**src/rtl/dm_cache_pkg.sv**
```systemverilog
// Shared types and address-split helpers for the direct-mapped cache.
package dm_cache_pkg;

  typedef enum logic [1:0] {IDLE, FILL, RESP, WRITE} state_t;

  function automatic int offset_w(input int line_words);
    return $clog2(line_words);
  endfunction

  function automatic int index_w(input int sets);
    return $clog2(sets);
  endfunction

  function automatic int tag_w(input int addr_w, input int line_words, input int sets);
    return addr_w - offset_w(line_words) - index_w(sets);
  endfunction

endpackage

```
**src/rtl/dm_cache_array.sv**
```systemverilog
// Valid/tag/data storage: combinational read, one line-write and one word-write port.
module dm_cache_array #(
  parameter int WORD_SIZE  = 16,
  parameter int LINE_WORDS = 4,
  parameter int SETS       = 4,
  parameter int TAG_W      = 12,
  parameter int INDEX_W    = 2,
  parameter int OFFSET_W   = 2
) (
  input  logic                                  Clk,
  input  logic                                  Reset,
  input  logic [INDEX_W-1:0]                    rd_index,
  output logic                                  rd_valid,
  output logic [TAG_W-1:0]                      rd_tag,
  output logic [LINE_WORDS-1:0][WORD_SIZE-1:0]  rd_line,
  input  logic                                  line_we,
  input  logic [INDEX_W-1:0]                    line_index,
  input  logic [TAG_W-1:0]                      line_tag,
  input  logic [LINE_WORDS-1:0][WORD_SIZE-1:0]  line_data,
  input  logic                                  word_we,
  input  logic [INDEX_W-1:0]                    word_index,
  input  logic [OFFSET_W-1:0]                   word_offset,
  input  logic [WORD_SIZE-1:0]                  word_data
);

  logic [SETS-1:0]                                valid_q;
  logic [SETS-1:0][TAG_W-1:0]                     tag_q;
  logic [SETS-1:0][LINE_WORDS-1:0][WORD_SIZE-1:0] data_q;

  assign rd_valid = valid_q[rd_index];
  assign rd_tag   = tag_q[rd_index];
  assign rd_line  = data_q[rd_index];

  always_ff @(posedge Clk) begin
    if (Reset)        valid_q <= '0;
    else if (line_we) valid_q[line_index] <= 1'b1;
  end

  // Tag/data are not reset; writes are suppressed while Reset is high so an
  // abandoned fill or write leaves the arrays untouched.
  always_ff @(posedge Clk) begin
    if (!Reset) begin
      if (line_we) begin
        tag_q[line_index]  <= line_tag;
        data_q[line_index] <= line_data;
      end else if (word_we) begin
        data_q[word_index][word_offset] <= word_data;
      end
    end
  end

endmodule

```
**src/rtl/dm_cache.sv**
```systemverilog
// Direct-mapped, write-through, no-write-allocate cache: FSM, hit logic, stats.
// Optional hit/miss counters enabled by defining CACHE_STATS_EN.
module dm_cache
  import dm_cache_pkg::*;
#(
  parameter int WORD_SIZE  = 16,
  parameter int ADDR_W     = 16,
  parameter int LINE_WORDS = 4,
  parameter int SETS       = 4
) (
  input  logic                            Clk,
  input  logic                            Reset,
  input  logic                            cpu_req,
  input  logic                            cpu_we,
  input  logic [ADDR_W-1:0]               cpu_addr,
  input  logic [WORD_SIZE-1:0]            cpu_wdata,
  output logic [WORD_SIZE-1:0]            cpu_rdata,
  output logic                            cpu_ready,
  output logic                            mem_readM,
  output logic                            mem_writeM,
  output logic [ADDR_W-1:0]               mem_address,
  output logic [WORD_SIZE-1:0]            mem_wdata,
  input  logic [WORD_SIZE*LINE_WORDS-1:0] mem_rdata,
  input  logic                            mem_ready
`ifdef CACHE_STATS_EN
  ,
  output logic [15:0]                     hit_count,
  output logic [15:0]                     miss_count
`endif
);

  localparam int OFFSET_W = offset_w(LINE_WORDS);
  localparam int INDEX_W  = index_w(SETS);
  localparam int TAG_W    = tag_w(ADDR_W, LINE_WORDS, SETS);

  state_t state_q, state_d;

  logic [OFFSET_W-1:0] offset;
  logic [INDEX_W-1:0]  index;
  logic [TAG_W-1:0]    tag;
  logic                rd_valid;
  logic [TAG_W-1:0]    rd_tag;
  logic [LINE_WORDS-1:0][WORD_SIZE-1:0] rd_line, fill_line;
  logic                hit, line_we, word_we;
  logic [WORD_SIZE-1:0] rdata_q;

  assign offset    = cpu_addr[OFFSET_W-1:0];
  assign index     = cpu_addr[OFFSET_W +: INDEX_W];
  assign tag       = cpu_addr[ADDR_W-1 -: TAG_W];
  assign fill_line = mem_rdata;
  assign hit       = rd_valid && (rd_tag == tag);

  dm_cache_array #(
    .WORD_SIZE (WORD_SIZE),
    .LINE_WORDS(LINE_WORDS),
    .SETS      (SETS),
    .TAG_W     (TAG_W),
    .INDEX_W   (INDEX_W),
    .OFFSET_W  (OFFSET_W)
  ) u_array (
    .Clk        (Clk),
    .Reset      (Reset),
    .rd_index   (index),
    .rd_valid   (rd_valid),
    .rd_tag     (rd_tag),
    .rd_line    (rd_line),
    .line_we    (line_we),
    .line_index (index),
    .line_tag   (tag),
    .line_data  (fill_line),
    .word_we    (word_we),
    .word_index (index),
    .word_offset(offset),
    .word_data  (cpu_wdata)
  );

  always_ff @(posedge Clk) begin
    if (Reset) state_q <= IDLE;
    else       state_q <= state_d;
  end

  always_ff @(posedge Clk) begin
    if (Reset)                             rdata_q <= '0;
    else if (state_q == FILL && mem_ready) rdata_q <= fill_line[offset];
  end

  always_comb begin
    state_d     = state_q;
    cpu_ready   = 1'b0;
    cpu_rdata   = '0;
    mem_readM   = 1'b0;
    mem_writeM  = 1'b0;
    mem_address = '0;
    mem_wdata   = '0;
    line_we     = 1'b0;
    word_we     = 1'b0;
    unique case (state_q)
      IDLE: if (cpu_req) begin
        if (cpu_we) state_d = WRITE;
        else if (hit) begin
          cpu_ready = 1'b1;
          cpu_rdata = rd_line[offset];
        end else state_d = FILL;
      end
      FILL: begin
        mem_readM   = 1'b1;
        mem_address = {cpu_addr[ADDR_W-1:OFFSET_W], {OFFSET_W{1'b0}}};
        if (mem_ready) begin
          line_we = 1'b1;
          state_d = RESP;
        end
      end
      RESP: begin
        cpu_ready = 1'b1;
        cpu_rdata = rdata_q;
        state_d   = IDLE;
      end
      WRITE: begin
        mem_writeM  = 1'b1;
        mem_address = cpu_addr;
        mem_wdata   = cpu_wdata;
        // Write-through: keep a resident line coherent, never allocate on miss.
        if (mem_ready) begin
          cpu_ready = 1'b1;
          word_we   = hit;
          state_d   = IDLE;
        end
      end
      default: state_d = IDLE;
    endcase
  end

`ifdef CACHE_STATS_EN
  logic stat_hit;
  assign stat_hit = (state_q == IDLE) || (state_q == WRITE && hit);

  always_ff @(posedge Clk) begin
    if (Reset) begin
      hit_count  <= '0;
      miss_count <= '0;
    end else if (cpu_ready) begin
      if (stat_hit) hit_count  <= hit_count + 16'd1;
      else          miss_count <= miss_count + 16'd1;
    end
  end
`endif

endmodule

```
**config.mk**
```make
export PLATFORM = sky130hd
export DESIGN_NAME = dm_cache
export DESIGN_NICKNAME = d
export VERILOG_FILES = /design/src/rtl/dm_cache_pkg.sv /design/src/rtl/dm_cache_array.sv /design/src/rtl/dm_cache.sv
export SDC_FILE = /design/constraint.sdc
export NUM_CORES = 1
export LEC_CHECK = 0
export CAP_MARGIN = 20
export CORE_ASPECT_RATIO = 1.5
export CORE_UTILIZATION = 29
export CTS_BUF_LIST = sky130_fd_sc_hd__clkbuf_16
export DETAILED_ROUTE_END_ITERATION = 6
export DONT_BUFFER_PORTS = 1
export GPL_TIMING_DRIVEN = 0
export PLACE_DENSITY_LB_ADDON = 0.15
export SLEW_MARGIN = 20
export SYNTH_ARGS = -nofsm -noshare
export SYNTH_HDL_FRONTEND = slang
export SYNTH_SLANG_ARGS = --single-unit
```
**constraint.sdc**
```tcl
create_clock -name Clk -period 3.6 [get_ports Clk]
set_input_delay 0.36 -clock Clk [delete_from_list [all_inputs] [get_ports Clk]]
set_output_delay 0.36 -clock Clk [all_outputs]
set_load 0.01 [all_outputs]
```
==> reports/results.ini <==
[yosys]
synth.top_cell.area_share_pct = 56.7
syn_avg_cell_area_um2 = 12.1
netlist-cell-type-count = 36
async_flop_share_pct = 0
synth_seq_cells = 326
synth_edf_count = 304
synthFlopType = edfxtp_1
synth.top_cells.by_area = edfxtp_1 57%, mux4_2 15%, nand2_1 8.4%
synth_cells = 1332
yosysWarnings = 0
syn-num-nets = 1433
syn-cell-area_um2 = 16100
synth_seq_area_share_pct = 59.4
synth_top_area_cell = edfxtp_1

[global_route]
grt_pass1_vias = 12100
grt_use_total_pct = 24.0
overflow = 0
grt_max_degree = 17
grt_pass1_wl_um = 93400
grt_antenna_before_repair = 11

[pwr]
p_sw_share_pct = 24.9
clockPowerShare_pct = 42.3
peakVddDrop_uv = 283
p_leak_uw = 0.00649
p_seq_share_pct = 48.6
comb_power_share_pct = 9.1
p_per_area_nw_per_um2 = 443
p_sw_uw = 2120
internal_power_uw = 6400

[routing]
viasPerCell = 5.43
avgRoutedWirePerCell_um = 30.4
drtIter0Drc = 1208
vias = 12000
antenna_left = 0
first_pass_iters = 7
wl_um = 67300
drc = 0

[timing]
fmax_ghz = 0.287
finalHoldViolations = 0
fin_worst_skew_ns = 0.0287
slew_headroom_pct = 34.5
finalMaxSlewViolations = 0
fin_crit_ns = 3.48
rsz0062_at_grt = no
tightest_slew_ns = 0.982
finalSetupViolations = 0
fin_crit_sh_pct = 96.7

[worst_setup_path]
path_cells = clkbuf_1 -> nor2b_1 -> nand2_1 -> clkbuf_1 -> buf_1 -> nor3_2 -> buf_4
max_stage_delay_ns = 0.67
crit_path_end_kind = flop
critPathRequiredTime_ns = 3.85
crit_top_cell = clkbuf_1
cp_max_fo = 10
start_kind = flop
cpLargestDelayFamily = simple AND/OR/NAND/NOR gates
path_buf_inv = 4
crit_slowest_cell = nor3_2
cp_data_arrival_time_ns = 3.73
crit_type = flop to flop
r2r_slack_ns = 0.12

[final_layout]
nets = 1570
syn_to_final_growth_pct = 19.3
utilization_pct = 35.1
drive_gt1_share_pct = 16.4
design_area_um2 = 19200

[clock_network]
clkLatencyLatePin_ns = 0.57
cts_htree_levels = 2
clk_path_buf_depth = 3
clockRootBuffer = clkbuf_16
cts_tree = done
post_cts_buffers = 0
cts_num_sinks = 326
cts_inserted_buffers = 37
clkTransAtPathRegs_ns = 0.06

[floorplan]
die_w_um = 194
initial_core_util_pct = 29.4
coreArea_um2 = 54800
die_h_um = 291
die-area_um2 = 56500
ios = 152
core.rowCount = 105

[run]
maxCapViolations = 0

[hold_path]
hp-class = input pin to flop

[placement]
io_buffers = 0
dp.final_hpwl_um = 48900
routabilityCongestion = 1.01
place_area_um2 = 17300

[outcome]
outcome = complete, no violations

[Yosys cell counts (all sizes together), types with 5 or more instances]
master / number
nand3: 5
xnor2: 8
mux4: 104
clkinv: 16
xor2: 10
buf: 47
a21oi: 16
nand2: 359
edfxtp: 304
and2: 16
dfxtp: 22
o21ai: 275
and3: 19
nor3: 5
nor2b: 7
clkbuf: 61
nor2: 33
mux2i: 7
[layout by cell type (no fill, tap or decap), drive strengths merged]
cell type / instances
nand2: 359
edfxtp: 304
o21ai: 275
mux4: 104
clkbuf: 99
dlygate4sd3: 78
buf: 66
nor2: 33
clkinv: 31
dfxtp: 22
diode: 21
and3: 19
and2: 16
a21oi: 16
inv: 14
xor2: 10
xnor2: 8
mux2i: 7
nor2b: 7
nand3: 5
nor3: 5
nand4: 4
o32ai: 2
nand2b: 2
or2: 2
bufinv: 2
nor4: 2
a21boi: 1
nor4b: 1
and4b: 1
a211oi: 1
[flip-flops by register name (all words and copies together) (netlist names)]
| register | count |
|---|---|
| rdata_q | 16 |
| state_q | 2 |
| u_array.data_q | 256 |
| u_array.tag_q | 48 |
| u_array.valid_q | 4 |
[final timing paths]
check,from,to,cells past startpoint
hold / removal,mem_rdata[20],u_array.data_q[148],2
hold reg to reg,rdata_q[5],rdata_q[5],2
setup reg to reg,state_q[1],u_array.tag_q[15],7
setup / recovery,state_q[1],u_array.tag_q[15],7
[power by group through the flow]
stage	clock (µW)	combinational, µW	sequential [µW]
2_1_floorplan	0	399	4220
3_3_place_gp	0	646	4220
3_5_place_dp	0	659	4220
4_1_cts	3640	775	4140
5_1_grt	3770	826	4140
6_report	3600	779	4140
[per-stage QoR]
stage	setup TNS (ns)	worst slack, ns	power, µW	instances	hold WS [ns]
global placement	-139.29	-1.22	4860	2027	0.446
detailed placement	0	0.198	4880	2047	0.447
finish	0	0.118	8520	2212	0.0125
CTS	0	0.215	8560	2191	0.000130
global route	0	0.00719	8740	2206	0.0128
floorplan	0	0.729	4620	1332	0.437
[area by class of cell]
type | count | area, µm²
plain buffers | 108 | 493
well taps | 695 | 870
clock inverters | 29 | 178
multi-input cells | 880 | 6050
fillers | 5422 | 35600
inverters | 18 | 67.6
diodes | 21 | 52.6
flip-flops and latches | 326 | 9570
repair buffers | 98 | 1010
clock buffers | 37 | 926
[cells by family after synthesis]
logic type	count (synthesis)	share of synthesized area (%)
buffers and inverters	126	3.47
muxes	111	15.0
and+or+nand+nor	456	11.7
AOI/OAI and AO/OA	295	9.45
DFF	326	59.4
xor gates and xnor gates	18	0.979
[repair_timing]
action                                  4_1_cts  5_1_grt
hold endpoints to repair                    278        0
endpoints found under the setup margin        0        8
hold buffers                                 78        0
resized for setup                             0        1
[metal layers]
metal	vias up	part of all wire (%)	routed length [µm]	GRT usage, %
met5	-	0	0	0
met4	0	5.9	4000	13.7
met3	144	7.8	5230	5.52
met2	613	51	34100	41.6
met1	6044	36	24000	26.9
li1	5207	-	-	-
Note: power is estimated with default switching activity, not from simulation.
